[config.mk]
export PLATFORM = sky130hd
export DESIGN_NAME = register_block
export DESIGN_NICKNAME = d
export VERILOG_FILES = /design/src/rtl/cpu_pkg.sv /design/src/rtl/regfile_read_port.sv /design/src/rtl/register_block.sv
export SDC_FILE = /design/constraint.sdc
export NUM_CORES = 1
export LEC_CHECK = 0
export BUFFER_PORTS_ARGS = -buffer_cell sky130_fd_sc_hd__buf_4
export CORE_ASPECT_RATIO = 0.9
export CORE_MARGIN = 2
export CORE_UTILIZATION = 37
export CTS_CLUSTER_DIAMETER = 200
export CTS_CLUSTER_SIZE = 25
export DETAILED_ROUTE_END_ITERATION = 16
export PLACE_DENSITY_LB_ADDON = 0.12
export SLEW_MARGIN = 20
export SYNTH_ARGS = -nofsm -noshare
export SYNTH_HDL_FRONTEND = slang
export SYNTH_SLANG_ARGS = --single-unit
[constraint.sdc]
create_clock -name clock -period 2.15 [get_ports clock]
set_input_delay 0.43 -clock clock [delete_from_list [all_inputs] [get_ports clock]]
set_output_delay 0.43 -clock clock [all_outputs]
set_load 0.005 [all_outputs]
[src/rtl/cpu_pkg.sv]
// Shared CPU datapath types and default sizes for the register file.
package cpu_pkg;

    localparam int unsigned DATA_WIDTH_DEFAULT = 8;
    localparam int unsigned ID_WIDTH_DEFAULT   = 4;
    localparam int unsigned NUM_REGS_DEFAULT   = 8;

    typedef logic [ID_WIDTH_DEFAULT-1:0]   reg_id_t;
    typedef logic [DATA_WIDTH_DEFAULT-1:0] data_t;

    localparam reg_id_t REG_ZERO = '0;

endpackage

[src/rtl/regfile_read_port.sv]
// Combinational read port: id decode to stored value, zero for id 0 and
// nonexistent ids, with write-through bypass of the in-flight write.
module regfile_read_port
    import cpu_pkg::*;
#(
    parameter int unsigned DATA_WIDTH = DATA_WIDTH_DEFAULT,
    parameter int unsigned ID_WIDTH   = ID_WIDTH_DEFAULT,
    parameter int unsigned NUM_REGS   = NUM_REGS_DEFAULT
) (
    input  logic [ID_WIDTH-1:0]                   read_id_i,
    input  logic [NUM_REGS-1:1][DATA_WIDTH-1:0]   regs_i,
    input  logic                                  bypass_en_i,
    input  logic [ID_WIDTH-1:0]                   write_id_i,
    input  logic [DATA_WIDTH-1:0]                 write_value_i,
    output logic [DATA_WIDTH-1:0]                 read_value_o
);

    always_comb begin
        read_value_o = '0;
        // Only ids 1..NUM_REGS-1 match a slot; id 0 and ids past the end stay zero.
        for (int unsigned i = 1; i < NUM_REGS; i++) begin
            if (read_id_i == ID_WIDTH'(i)) begin
                read_value_o = regs_i[i];
            end
        end
        // bypass_en_i already implies write_id_i is a writable id.
        if (bypass_en_i && (read_id_i == write_id_i)) begin
            read_value_o = write_value_i;
        end
    end

endmodule

[src/rtl/register_block.sv]
// 8-bit CPU register file: two combinational read ports, one write port,
// register 0 hardwired to zero and write_id 0 meaning "no write".
module register_block
    import cpu_pkg::*;
#(
    parameter int unsigned DATA_WIDTH = DATA_WIDTH_DEFAULT,
    parameter int unsigned ID_WIDTH   = ID_WIDTH_DEFAULT,
    parameter int unsigned NUM_REGS   = NUM_REGS_DEFAULT
) (
    input  logic                  clock,
    input  logic                  reset_n,
    input  logic [ID_WIDTH-1:0]   read1_id,
    output logic [DATA_WIDTH-1:0] read1_value,
    input  logic [ID_WIDTH-1:0]   read2_id,
    output logic [DATA_WIDTH-1:0] read2_value,
    input  logic [ID_WIDTH-1:0]   write_id,
    input  logic [DATA_WIDTH-1:0] write_value
);

    localparam logic [ID_WIDTH:0] NUM_REGS_W = (ID_WIDTH + 1)'(NUM_REGS);

    logic [NUM_REGS-1:1][DATA_WIDTH-1:0] regs_q;
    logic [NUM_REGS-1:1][DATA_WIDTH-1:0] regs_d;
    logic                                write_valid;
    logic                                bypass_en;

    assign write_valid = (write_id != ID_WIDTH'(REG_ZERO)) && ({1'b0, write_id} < NUM_REGS_W);
    // Reset clears storage asynchronously, so the bypass must also go quiet.
    assign bypass_en   = write_valid && reset_n;

    always_comb begin
        regs_d = regs_q;
        for (int unsigned i = 1; i < NUM_REGS; i++) begin
            if (write_valid && (write_id == ID_WIDTH'(i))) begin
                regs_d[i] = write_value;
            end
        end
    end

    always_ff @(posedge clock or negedge reset_n) begin
        if (!reset_n) begin
            regs_q <= '0;
        end else begin
            regs_q <= regs_d;
        end
    end

    regfile_read_port #(
        .DATA_WIDTH (DATA_WIDTH),
        .ID_WIDTH   (ID_WIDTH),
        .NUM_REGS   (NUM_REGS)
    ) u_read1 (
        .read_id_i     (read1_id),
        .regs_i        (regs_q),
        .bypass_en_i   (bypass_en),
        .write_id_i    (write_id),
        .write_value_i (write_value),
        .read_value_o  (read1_value)
    );

    regfile_read_port #(
        .DATA_WIDTH (DATA_WIDTH),
        .ID_WIDTH   (ID_WIDTH),
        .NUM_REGS   (NUM_REGS)
    ) u_read2 (
        .read_id_i     (read2_id),
        .regs_i        (regs_q),
        .bypass_en_i   (bypass_en),
        .write_id_i    (write_id),
        .write_value_i (write_value),
        .read_value_o  (read2_value)
    );

endmodule

# Yosys cells after proc, flatten, opt, wreduce, memory -nomap -nowiden
# Index checks and enable logic that the tools add are counted.
# classes
n_mux,16
div_mod_pow,0
eq_ne,23
magnitude_cmp,1
n_mul,0
n_reduce_logical,12
n_bitwise,0
addsub,0
shift,0
# op_table
op,n
8-bit two-way mux,16
"4-bit by 3-bit equality test with 1-bit output, second input constant",12
"4-bit by 2-bit equality test with 1-bit output, second input constant",6
"4-bit by 1-bit equality test with 1-bit output, second input constant",3
1-bit logical AND,11
4-bit equality test,2
"4-bit < comparator, second input constant",1
4-bit nonzero test,1
# word_totals
input_bits,22
latchBits,0
regBits,56
output_inout_bits,16
mem_count,0
mem_bits_ro,0
word_cells,59
ramBits,0

# Logic depth before layout (Yosys ltp)
# logic_depth
ltp_word,9
mapped_depth,8
depth_no_buf,5

# By module
# From an unflattened synthesis, not the netlist that was laid out.
# hier_totals
cells_unflattened,348
area_unflattened_um2,3707.3
# by_module_without_submodules
module,seq_area_each_um2,area_per_inst_um2,cells_each,n_inst
register_block,1401.3,2210.9,128,1
regfile_read_port,0.0,748.2,110,2

# Worst setup path before layout
# No wires, ideal clock.
# synth_path
kind,in2out
start,input port read1_id[2]
end,output port read1_value[1]
t_arrival_ns,1.666
path_buffers,1
cell_stages,6
path_slack_ns,0.054
required_time_ns,1.720
cell_sequence,or2_0 > clkbuf_2 > or4_1 > a22oi_1 > o22ai_1 > o21ai_1
# synth_via
elab_chain_len,9
word_cells_on_any_way,17
cone_classes,eq/ne (8); mux (8); reduce/logical (1)
# synth_rtl
item,line_no,source
start: declaration,register_block.sv:12,"input logic [ID_WIDTH-1:0] read1_id,"
4-bit by 1-bit equality test with 1-bit output,regfile_read_port.sv:22,if (read_id_i == ID_WIDTH'(i)) begin
8-bit two-way mux (7 in a row),regfile_read_port.sv:22,
8-bit two-way mux *,regfile_read_port.sv:27,if (bypass_en_i && (read_id_i == write_id_i)) begin
end: declaration,register_block.sv:13,"output logic [DATA_WIDTH-1:0] read1_value,"
# Mark *: on every way between the ends. The rest lies on a longest branch, timed or not.

# Worst setup path in the final report
# layout_path
start,register regs_q[22] (netlist name)
end,output port read2_value[6]
# layout_via
elab_chain_len,6
# layout_rtl
item,line_no,source
start: declaration,register_block.sv:22,logic [NUM_REGS-1:1][DATA_WIDTH-1:0] regs_q;
start signal: assignment,register_block.sv:44,regs_q <= regs_d;
8-bit two-way mux (5 in a row),regfile_read_port.sv:22,
8-bit two-way mux,regfile_read_port.sv:27,
end: declaration,register_block.sv:15,"output logic [DATA_WIDTH-1:0] read2_value,"
# No other way between the ends.

==> reports/qor.txt <==
Outcome -> finished with violations
Failing checks -> setup timing
Ys Warns -> 0
Worst EP arrival -> 1.97 ns
FF+latch count, synth -> 56
Post-layout min period -> 2.40 ns
Area Overhead vs Synth -> 26.8%
Fin nets -> 436
Post-DP HPWL -> 7180 µm
# setup viols final -> 15
CTS sink cnt -> 56
Io pins -> 38
Die ar. -> 10200 µm²
DR pass1 iterations -> 5
Post-Route WL -> 9700 µm
Clock Latency Late Sink -> 0.31 ns
Antenna-violating nets left -> 0
Post-synth top area share -> 40.4%
ANT cells -> 0
First-pass GRT wire length -> 15900 µm
Total Routing Usage GR -> 19.9%
Max Slew Vio Count -> 0
Post-synthesis cell area -> 3470 µm²
GR Overflow Total -> 0
Share of layout cells above drive strength 1 -> 45.8%
Average cell area after synthesis -> 9.85 µm²
Critical path endpoint category -> output port
Setup crit start kind -> register
Dominant cell type by area after synthesis -> dfrtp_1
Crit Path Max Fanout -> 3
Residual DRC -> 0
Count of hold-fix buffers inserted at cts -> 0
F_max -> 417 MHz
Detailed-route via count -> 3023
Vias in the first global route -> 3064
Most common cell in the synthesized netlist -> mux2_2
Clock buffer depth -> 2
Top_reg_cell synth -> dfrtp_1
Post-synth EDFFs -> 0
WL/cell -> 18.1 µm
Max-slew headroom -> 50.3%
Critical Setup Path Class -> register to output port
Largest registers -> regs_q (56)
Cell Pwr Density -> 656 nW/µm²
Synth area leaders -> dfrtp_1 (40%), mux2_2 (19%), o21ai_0 (4.6%), and3b_1 (3.8%), a22oi_1 (3.2%)
Final WS setup -> -0.251 ns
Tcrit/Tclk final -> 112%
Reg-to-reg startpoint -> regs_q[11]
Largest Register -> regs_q
Sequential area share after synthesis -> 40.4%
CTS clk-pin slew, worst paths -> 0.12 ns
Layout Skew -> 0 ns
Die Ht -> 95.8 µm
GPL Wtd Cong -> 0.858
Max FFs per register -> 56
# rows -> 33
Routed vias/inst -> 5.63
Htree depth -> 2
LEAKAGE -> 0.00183 µW
Ys async rst share -> 100%
Worst hold path type -> input port to asynchronous set/reset pin
Maximum vdd drop -> 0.000297 V
Synthesized Nets -> 374
Pwr Total -> 2880 µW
Die W -> 106 µm
Max cap viols -> 0
Starting Density -> 38.0%
Final Hold Viols -> 0
Initial drt markers -> 97
Count of cell types in the netlist -> 32
Fillers -> 859
Pin count of the biggest net entering global routing -> 57
Port-buffer cells -> 37
Top cells by count, synth -> mux2_2 (57), dfrtp_1 (56), o21ai_0 (32), nor2_1 (21), nand2_1 (20)
Initial antenna violation count -> 0
CTS tree -> built
Critical path required time -> 1.72 ns
Total CTS buffers -> 5
Post-Route Utilization -> 48.1%
Synthesized instance count -> 352
Clock root buffer -> clkbuf_8
Worst-margin pin slew -> 0.745 ns
CP Launch Point -> regs_q[22]
Unrepaired setup endpoints after global routing -> yes
CORE AREA -> 9130 µm²
==> metrics by stage <==
step	cells	setup TNS (ns)	hold WS (ns)	area (µm²)	setup WS, ns
final	537	-2.79	0.254	4390	-0.251
after global routing	537	-4.05	0.323	4390	-0.345
after CTS	535	-3.35	0.292	4330	-0.271
after detailed placement	527	-5.06	0.513	4080	-0.390
after global placement	527	-4.94	0.512	4080	-0.375
after floorplan	352	0	0.134	3470	0.0539
==> path summary, 6_finish.rpt <==
path	end	slack, ns	depth (start not counted)
hold / removal	regs_q[2]	0.25	2
setup / recovery	read2_value[6]	-0.25	6
setup reg to reg	regs_q[11]	1.24	2
max in group asynchronous	regs_q[51]	1.39	2
min in group clock	regs_q[2]	0.41	2
hold reg to reg	regs_q[20]	0.54	1
==> report_power, final <==
group          total [µW]  switching, µW  leakage, µW  internal [µW]
clock network         624            385    0.0000487            239
logic                 785            330      0.00111            455
registers            1470            189     0.000672           1290
total                2880            904      0.00183           1980
==> what timing repair did <==
item | CTS | global route
setup endpoints to repair | 15 | 16
endpoints found under the hold margin | 0 | 0
resized for setup | 38 | 15
setup buffers | 0 | 2
pin swaps | 48 | 29
==> cell type report <==
type	count	area [µm²]	area share [%]
Clock buffer	5	68.8	1.57
Clock inverter	3	26.3	0.598
Inverter	1	3.75	0.0854
Multi-Input combinational cell	272	2120	48.3
Sequential cell	56	1400	31.9
Tap cell	122	153	3.47
Timing Repair Buffer	78	619	14.1
==> worst max-delay path, stage by stage (launching register included) <==
cell	delay, ns
dfrtp_1	0.38
and3b_1	0.19
or4_4	0.54
a22oi_2	0.19
o22ai_1	0.11
o21ai_1	0.12
buf_4	0.12
==> cell usage in the layout, fill, tap and decap left out, types with 8 or more instances in the layout <==
cell type   n
dfrtp_1    56
buf_6       9
buf_4      69
o21a_1     15
or4_4      15
nor2_1     21
and3b_1    15
o21ai_0    29
mux2_2     57
xnor2_1     8
o22ai_1    13
o21ai_1    17
a22oi_2    15
nand2_1    20
a21oi_1    16
==> kinds of logic (layout without fill, tap and decap cells) <==
group           Yosys count  after routing  synth area share, %
buf+inv                  24             87                 3.36
compound gates          112            112                 19.1
simple gates             95             95                 16.6
mux                      57             57                 18.5
flops                    56             56                 40.4
xor+xnor                  8              8                 2.02
==> metal layers <==
layer	vias up	share of wire, %	track usage, %
li1	1428	-	-
met1	1514	46	25.8
met2	68	49	35.3
met3	13	3.7	2.57
met4	0	1.5	5.59
met5	-	0	0
(Power assumes the default switching activity.)
